## src/rtl/pipe_reg_pkg.sv

```systemverilog
// Shared constants and helpers for the pipeline register chain.
// Holds default widths, the maximum chain depth and the ctrl masking helper.
package pipe_reg_pkg;

    localparam int DEF_CTRL_W = 16;
    localparam int DEF_DATA_W = 96;
    localparam int MAX_DEPTH  = 4;

    // Clears every ctrl bit whose mask bit is set.
    function automatic logic [63:0] mask_ctrl(
        input logic [63:0] ctrl,
        input logic [63:0] mask
    );
        return ctrl & ~mask;
    endfunction

endpackage

```

## src/rtl/pipe_reg_slot.sv

```systemverilog
// One register stage of the chain: hold, bubble insertion or pass-through.
// Ports: clock, reset, hold, bubble, src_ctrl/data/valid in; ctrl_o/data_o/valid_o out.
module pipe_reg_slot
    import pipe_reg_pkg::*;
#(
    parameter int                CTRL_W      = DEF_CTRL_W,
    parameter int                DATA_W      = DEF_DATA_W,
    parameter logic [CTRL_W-1:0] BUBBLE_MASK = '1
) (
    input  logic              clock,
    input  logic              reset,
    input  logic              hold,
    input  logic              bubble,
    input  logic [CTRL_W-1:0] src_ctrl,
    input  logic [DATA_W-1:0] src_data,
    input  logic              src_valid,
    output logic [CTRL_W-1:0] ctrl_o,
    output logic [DATA_W-1:0] data_o,
    output logic              valid_o
);

    logic [CTRL_W-1:0] ctrl_q, ctrl_d;
    logic [DATA_W-1:0] data_q, data_d;
    logic              valid_q, valid_d;

    always_comb begin
        ctrl_d  = ctrl_q;
        data_d  = data_q;
        valid_d = valid_q;
        if (!hold) begin
            // Data always follows the source so a bubble keeps the
            // restart PC and similar fields for exception reporting.
            data_d = src_data;
            if (bubble) begin
                ctrl_d  = CTRL_W'(mask_ctrl(64'(src_ctrl), 64'(BUBBLE_MASK)));
                valid_d = 1'b0;
            end else begin
                ctrl_d  = src_ctrl;
                valid_d = src_valid;
            end
        end
    end

    always_ff @(posedge clock) begin
        if (reset) begin
            ctrl_q  <= '0;
            data_q  <= '0;
            valid_q <= 1'b0;
        end else begin
            ctrl_q  <= ctrl_d;
            data_q  <= data_d;
            valid_q <= valid_d;
        end
    end

    assign ctrl_o  = ctrl_q;
    assign data_o  = data_q;
    assign valid_o = valid_q;

endmodule

```

## src/rtl/pipe_reg_chain.sv

```systemverilog
// Parametrised pipeline register chain with per-stage stall, flush and entry cancel.
// Ports: clock, reset, in_ctrl, in_data, in_stall, in_cancel, stall, flush in;
// out_ctrl, out_data, stage_valid out. PIPE_REG_CHAIN_PERF_EN adds perf counters.
module pipe_reg_chain
    import pipe_reg_pkg::*;
#(
    parameter int                CTRL_W      = DEF_CTRL_W,
    parameter int                DATA_W      = DEF_DATA_W,
    parameter int                DEPTH       = 1,
    parameter logic [CTRL_W-1:0] BUBBLE_MASK = '1,
    parameter logic [CTRL_W-1:0] CANCEL_MASK = CTRL_W'(1)
) (
    input  logic              clock,
    input  logic              reset,
    input  logic [CTRL_W-1:0] in_ctrl,
    input  logic [DATA_W-1:0] in_data,
    input  logic              in_stall,
    input  logic              in_cancel,
    input  logic [DEPTH-1:0]  stall,
    input  logic [DEPTH-1:0]  flush,
    output logic [CTRL_W-1:0] out_ctrl,
    output logic [DATA_W-1:0] out_data,
    output logic [DEPTH-1:0]  stage_valid
`ifdef PIPE_REG_CHAIN_PERF_EN
    ,
    output logic [31:0]       perf_hold_cnt,
    output logic [31:0]       perf_bubble_cnt
`endif
);

    logic [CTRL_W-1:0] st_ctrl [DEPTH];
    logic [DATA_W-1:0] st_data [DEPTH];
    logic [DEPTH-1:0]  st_valid;
    logic [DEPTH-1:0]  hold;
    logic [DEPTH-1:0]  bub;
    logic [CTRL_W-1:0] entry_ctrl;

    // A stall at any later stage backs up every earlier stage.
    always_comb begin
        hold = '0;
        hold[DEPTH-1] = stall[DEPTH-1];
        for (int i = DEPTH - 2; i >= 0; i--) begin
            hold[i] = stall[i] | hold[i+1];
        end
    end

    // A held upstream stage cannot hand over its item, so the
    // next stage takes a bubble instead of a duplicate.
    always_comb begin
        bub = '0;
        bub[0] = in_stall | flush[0];
        for (int i = 1; i < DEPTH; i++) begin
            bub[i] = hold[i-1] | flush[i];
        end
    end

    assign entry_ctrl = in_cancel
        ? CTRL_W'(mask_ctrl(64'(in_ctrl), 64'(CANCEL_MASK)))
        : in_ctrl;

    for (genvar i = 0; i < DEPTH; i++) begin : g_stage
        logic [CTRL_W-1:0] s_ctrl;
        logic [DATA_W-1:0] s_data;
        logic              s_valid;

        if (i == 0) begin : g_head
            assign s_ctrl  = entry_ctrl;
            assign s_data  = in_data;
            assign s_valid = 1'b1;
        end else begin : g_body
            assign s_ctrl  = st_ctrl[i-1];
            assign s_data  = st_data[i-1];
            assign s_valid = st_valid[i-1];
        end

        pipe_reg_slot #(
            .CTRL_W      (CTRL_W),
            .DATA_W      (DATA_W),
            .BUBBLE_MASK (BUBBLE_MASK)
        ) u_slot (
            .clock     (clock),
            .reset     (reset),
            .hold      (hold[i]),
            .bubble    (bub[i]),
            .src_ctrl  (s_ctrl),
            .src_data  (s_data),
            .src_valid (s_valid),
            .ctrl_o    (st_ctrl[i]),
            .data_o    (st_data[i]),
            .valid_o   (st_valid[i])
        );
    end

    assign out_ctrl    = st_ctrl[DEPTH-1];
    assign out_data    = st_data[DEPTH-1];
    assign stage_valid = st_valid;

`ifdef PIPE_REG_CHAIN_PERF_EN
    logic [31:0] hold_cnt_q, hold_cnt_d;
    logic [31:0] bub_cnt_q, bub_cnt_d;

    always_comb begin
        hold_cnt_d = hold_cnt_q;
        bub_cnt_d  = bub_cnt_q;
        if (hold[DEPTH-1] && hold_cnt_q != 32'hFFFF_FFFF) begin
            hold_cnt_d = hold_cnt_q + 32'd1;
        end
        if (!hold[DEPTH-1] && bub[DEPTH-1] && bub_cnt_q != 32'hFFFF_FFFF) begin
            bub_cnt_d = bub_cnt_q + 32'd1;
        end
    end

    always_ff @(posedge clock) begin
        if (reset) begin
            hold_cnt_q <= '0;
            bub_cnt_q  <= '0;
        end else begin
            hold_cnt_q <= hold_cnt_d;
            bub_cnt_q  <= bub_cnt_d;
        end
    end

    assign perf_hold_cnt   = hold_cnt_q;
    assign perf_bubble_cnt = bub_cnt_q;
`else
    // No performance counters in this build.
`endif

endmodule

```

## config.mk

```make
export PLATFORM = sky130hd
export DESIGN_NAME = pipe_reg_chain
export DESIGN_NICKNAME = d
export VERILOG_FILES = /design/src/rtl/pipe_reg_pkg.sv /design/src/rtl/pipe_reg_slot.sv /design/src/rtl/pipe_reg_chain.sv
export SDC_FILE = /design/constraint.sdc
export NUM_CORES = 1
export LEC_CHECK = 0
export ABC_AREA = 1
export CAP_MARGIN = 30
export CELL_PAD_IN_SITES_DETAIL_PLACEMENT = 1
export CELL_PAD_IN_SITES_GLOBAL_PLACEMENT = 1
export CORE_MARGIN = 4
export CORE_UTILIZATION = 26
export CTS_BUF_LIST = sky130_fd_sc_hd__clkbuf_2
export DETAILED_ROUTE_END_ITERATION = 10
export PLACE_DENSITY = 0.88
export SETUP_SLACK_MARGIN = 0.5
export SLEW_MARGIN = 20
export SYNTH_ARGS = -nofsm -noshare
export SYNTH_HDL_FRONTEND = slang
export SYNTH_HIERARCHICAL = 1
export SYNTH_SLANG_ARGS = --single-unit
```

## constraint.sdc

```tcl
create_clock -name clock -period 1.45 [get_ports clock]
set_clock_uncertainty 0.1 [all_clocks]
set_input_delay 0.3625 -clock clock [delete_from_list [all_inputs] [get_ports clock]]
set_output_delay 0.3625 -clock clock [all_outputs]
set_load 0.02 [all_outputs]
```

Word level (Yosys, flattened, before mapping)
Cells that the tools add are included.
{ "word_totals": {"inputBits": 118, "output_inout_bits": 113, "regBits": 113} }
{ "classes": {"bitwise_logic": 1, "muxes": 3} }
{ "ops": {"columns": ["operator", "count"], "rows": [
  ["$mux W16", 1],
  ["$mux W1", 2],
  ["$or A1 B1 Y1", 1]
]} }

Longest topological paths before layout
{ "depth": {"ltp_word": 2, "mapped_depth": 6, "mapped_depth_nobuf": 5} }

Hierarchy
Netlist, hierarchy kept.
{ "modules_own_cells": {"columns": ["mod", "cells_per_inst", "n_inst", "area_per_inst_um2"], "rows": [
  ["pipe_reg_slot", 491, 1, 3930.0],
  ["pipe_reg_chain", 6, 1, 25.0]
]} }

Worst setup path after synthesis
Ideal clock, no wire load.
{ "synth_timing": {"path_kind": "input-to-reg", "start": "input reset", "end": "register g_stage[0].u_slot.data_q[58]", "arrival_ns": 0.956, "path_buffers": 3, "path_slack_ns": 0.262, "path_stages": 4, "required_time_ns": 1.218, "cell_sequence": "buf_2 -> buf_2 -> clkbuf_1 -> a21oi_1"} }
{ "synth_lines": {"columns": ["item", "line_no", "source"], "rows": [
  ["start: declaration", "pipe_reg_chain.sv:14", "input logic reset,"],
  ["end signal: assignment", "pipe_reg_slot.sv:51", "data_q <= data_d;"],
  ["end: declaration", "pipe_reg_slot.sv:23", "logic [DATA_W-1:0] data_q, data_d;"]
]} }
No word-level cell between the ends.

Worst setup path in the final report
{ "layout_timing": {"start": "register g_stage[0].u_slot.ctrl_q[1]", "end": "output out_ctrl[1]"} }
{ "layout_lines": {"columns": ["item", "line_no", "source"], "rows": [
  ["start: declaration", "pipe_reg_slot.sv:22", "logic [CTRL_W-1:0] ctrl_q, ctrl_d;"],
  ["start signal: assignment", "pipe_reg_slot.sv:50", "ctrl_q <= ctrl_d;"],
  ["end: declaration", "pipe_reg_chain.sv:21", "output logic [CTRL_W-1:0] out_ctrl,"]
]} }
No word-level cell between the ends.

==> impl_metrics.json <==
{
  "min_path_type": "in2reg",
  "path_max_fanout": 2,
  "grt_max_degree": 60,
  "synth_xor_xnor_area_share_pct": 0,
  "ant_nets": 0,
  "min_from": "stall",
  "cp.depth": 1,
  "outcome": "finished with violations",
  "antennaDiodeCount": 0,
  "ff2ff_path_depth": 4,
  "synth_cell_types": 12,
  "met3_usage_pct": 7.65,
  "fp-row-count": 44,
  "synthAdderAreaFrac_pct": 0,
  "die_w_um": 131,
  "initial_core_util_pct": 26.9,
  "fin_nets": 894,
  "critPathMaxStageDelay_ps": 390,
  "final_cells": 973,
  "grt_usage_pct": 18.1,
  "p_clk_share_pct": 27.0,
  "cts_max_path_buffers": 2,
  "synthMuxAreaShare_pct": 0,
  "routed_wl_um": 16600,
  "syn-num-nets": 615,
  "min_period_over_period_pct": 113,
  "critPathSlowestCell": "dfxtp_2",
  "final_area_mm2": 0.00754,
  "worst_ep_required_time_ps": 990,
  "cap_violations": 0,
  "crit_path_end_kind": "output port",
  "cts_max_level": 4,
  "overflow": 0,
  "wire_per_inst_um": 17.1,
  "drt_iter0_markers": 141,
  "worstHoldPathCells": 4,
  "critPathBufInv": 1,
  "insertion_delay_ps": 630,
  "worstSetupPathType": "reg2out",
  "core_mm2": 0.0147,
  "synth_top_family_by_area": "simple AND/OR/NAND/NOR gates",
  "dr.pass1.iters": 4,
  "grt_util_met1_pct": 19.4,
  "dp_hpwl_um": 10200,
  "yosysSeqAreaShare_pct": 57.2,
  "cts_root_buf": "clkbuf_2",
  "place_congestion": 0.744,
  "drc": 0,
  "dieArea_mm2": 0.0172,
  "path_clk_slew_ps": 190,
  "synthSimpleGateAreaFrac_pct": 22.0,
  "dpl.cell_count": 888,
  "use_met2_pct": 31.7,
  "failed_checks": "setup timing",
  "grt_pass1_vias": 4649,
  "p_seq_share_pct": 51.2,
  "grt_antenna_before_repair": 0,
  "critPathLaunchType": "register",
  "synth_cells": 497,
  "cpLargestDelayFamily": "flip-flops",
  "max-vdd-ir-drop_mv": 0.524,
  "fin_ws_ps": -188,
  "synthesis.area_per_instance_um2": 7.96,
  "drv_slew": 0,
  "syn_area_mm2": 0.00396,
  "regToRegSetupSlack_ps": 540,
  "die_h_um": 131,
  "swShare_pct": 29.7,
  "hold_violations": 0,
  "r2r-start": "g_stage[0].u_slot/data_o[43]",
  "port-buffer-count": 230,
  "pwr-share-comb_pct": 21.8,
  "io_pins": 231,
  "synth_compound_area_share_pct": 14.3,
  "yosys_warnings": 6,
  "vias": 4429,
  "cts.sink_count": 113,
  "grt-busiest-layer": "met2",
  "p_per_area_mw_per_mm2": 882,
  "p_leak_nw": 3.26,
  "cellInternalPower_mw": 4.68,
  "crit_arrival_ps": 1180,
  "p_switching_mw": 1.98,
  "grt_pass1_wl_um": 24800,
  "numCtsBuffers": 17,
  "drive_gt1_share_pct": 41.7,
  "path_cells": "buf_6",
  "fmax_mhz": 611,
  "viasPerCell": 4.55,
  "min_period_ps": 1640,
  "syn2layout_area_growth_pct": 90.8,
  "cts_tree": "done",
  "ys_ff_latch": 113,
  "place_ws_ps": -111,
  "crit_start": "g_stage[0].u_slot/ctrl_o[1]",
  "setup_viol": 114,
  "rsz0062_at_grt": "yes",
  "place_area_mm2": 0.00645
}
## layout by cell type (no fill, tap or decap)
cell             Yosys  routed
nand2_1            227     224
buf_6                6     115
dfxtp_2              0     113
clkdlybuf4s50_1      0      99
a21oi_1            113      94
buf_4                9      37
a21oi_2              0      19
dlygate4sd3_1        0      19
clkbuf_2             0      18
dlymetal6s2s_1       0      16
buf_12               0       6
clkinv_1             0       5
clkinvlp_4           0       4
clkinv_2             0       4
nand2_2              0       3
inv_2                1       2
buf_16               0       2
inv_1                3       1
nor2_2               1       1
bufinv_16            0       1
clkbuf_16            0       1
nor2_4               1       1
inv_8                0       1
conb_1               1       1
dlymetal6s4s_1       0       1
buf_8                0       1
## path summary, 6_finish.rpt
check / endpoint
worst min-delay path: g_stage[0].u_slot/data_o[72]
worst max register to register: g_stage[0].u_slot/data_o[43]
worst min register to register: g_stage[0].u_slot/ctrl_o[0]
worst max-delay path: out_ctrl[1]
## cell usage after synthesis, drive strengths merged
cell / instances / area, um^2
a21oi: 113 / 566
buf: 32 / 220
clkbuf: 5 / 18.8
conb: 1 / 3.75
dfxtp: 113 / 2260
inv: 4 / 15.0
nand2: 227 / 852
nor2: 2 / 17.5
## power groups by stage
stage,Sequential [mW],Combinational (mW),Clock [mW]
2_1_floorplan,3.60,0.345,0
3_3_place_gp,3.40,1.25,0
3_5_place_dp,3.41,1.26,0
4_1_cts,3.40,1.38,1.93
5_1_grt,3.42,1.55,2.07
6_report,3.40,1.45,1.80
## kinds of logic (layout without fill, tap and decap cells)
logic type	after synthesis	in the layout
and+or+nand+nor	229	229
DFF	113	113
other	1	1
buffers and inverters	41	333
AOI/OAI and AO/OA	113	113
## state kept, by name, indices dropped and copies added (netlist names)
name                    count
g_stage.u_slot/ctrl_o      16
g_stage.u_slot/data_o      96
g_stage.u_slot/valid_o      1
## layer usage
layer  part of all wire (%)  vias up
li1                       -     2145
met1                     39     2087
met2                     50      172
met3                    8.2       25
met4                    2.4        0
met5                      0        -
## per-stage QoR
| step | total power, mW | hold slack (ps) | setup TNS (ps) | utilization [%] |
|---|---|---|---|---|
| 6_report | 6.65 | 71.3 | -16610 | 51.3 |
| 5_1_grt | 7.04 | -26.8 | -32010 | 51.3 |
| 4_1_cts | 6.71 | -79.7 | -33090 | 49.5 |
| 3_5_place_dp | 4.67 | 356 | -1500 | 43.9 |
| 3_3_place_gp | 4.65 | 347 | -1180 | 43.9 |
| 2_1_floorplan | 3.94 | 403 | 0 | - |
## final cells by class
class                   instances  area, um^2
inverters                       4        22.5
flip-flops and latches        113        2400
clock buffers                  18        90.1
multi-input cells             343        1520
well taps                     184         230
repair buffers                297        3180
fillers                      1714        7150
clock inverters                14        98.8
## repair_timing
| item | 4_1_cts | 5_1_grt |
|---|---|---|
| buffers inserted | 9 | 22 |
| hold endpoints to repair | 92 | 20 |
| resized for setup | 791 | 52 |
| hold buffers | 28 | 1 |
| cloned | 0 | 1 |
| pin swaps | 0 | 18 |
| setup endpoints to repair | 113 | 177 |
(Power assumes the default switching activity.)
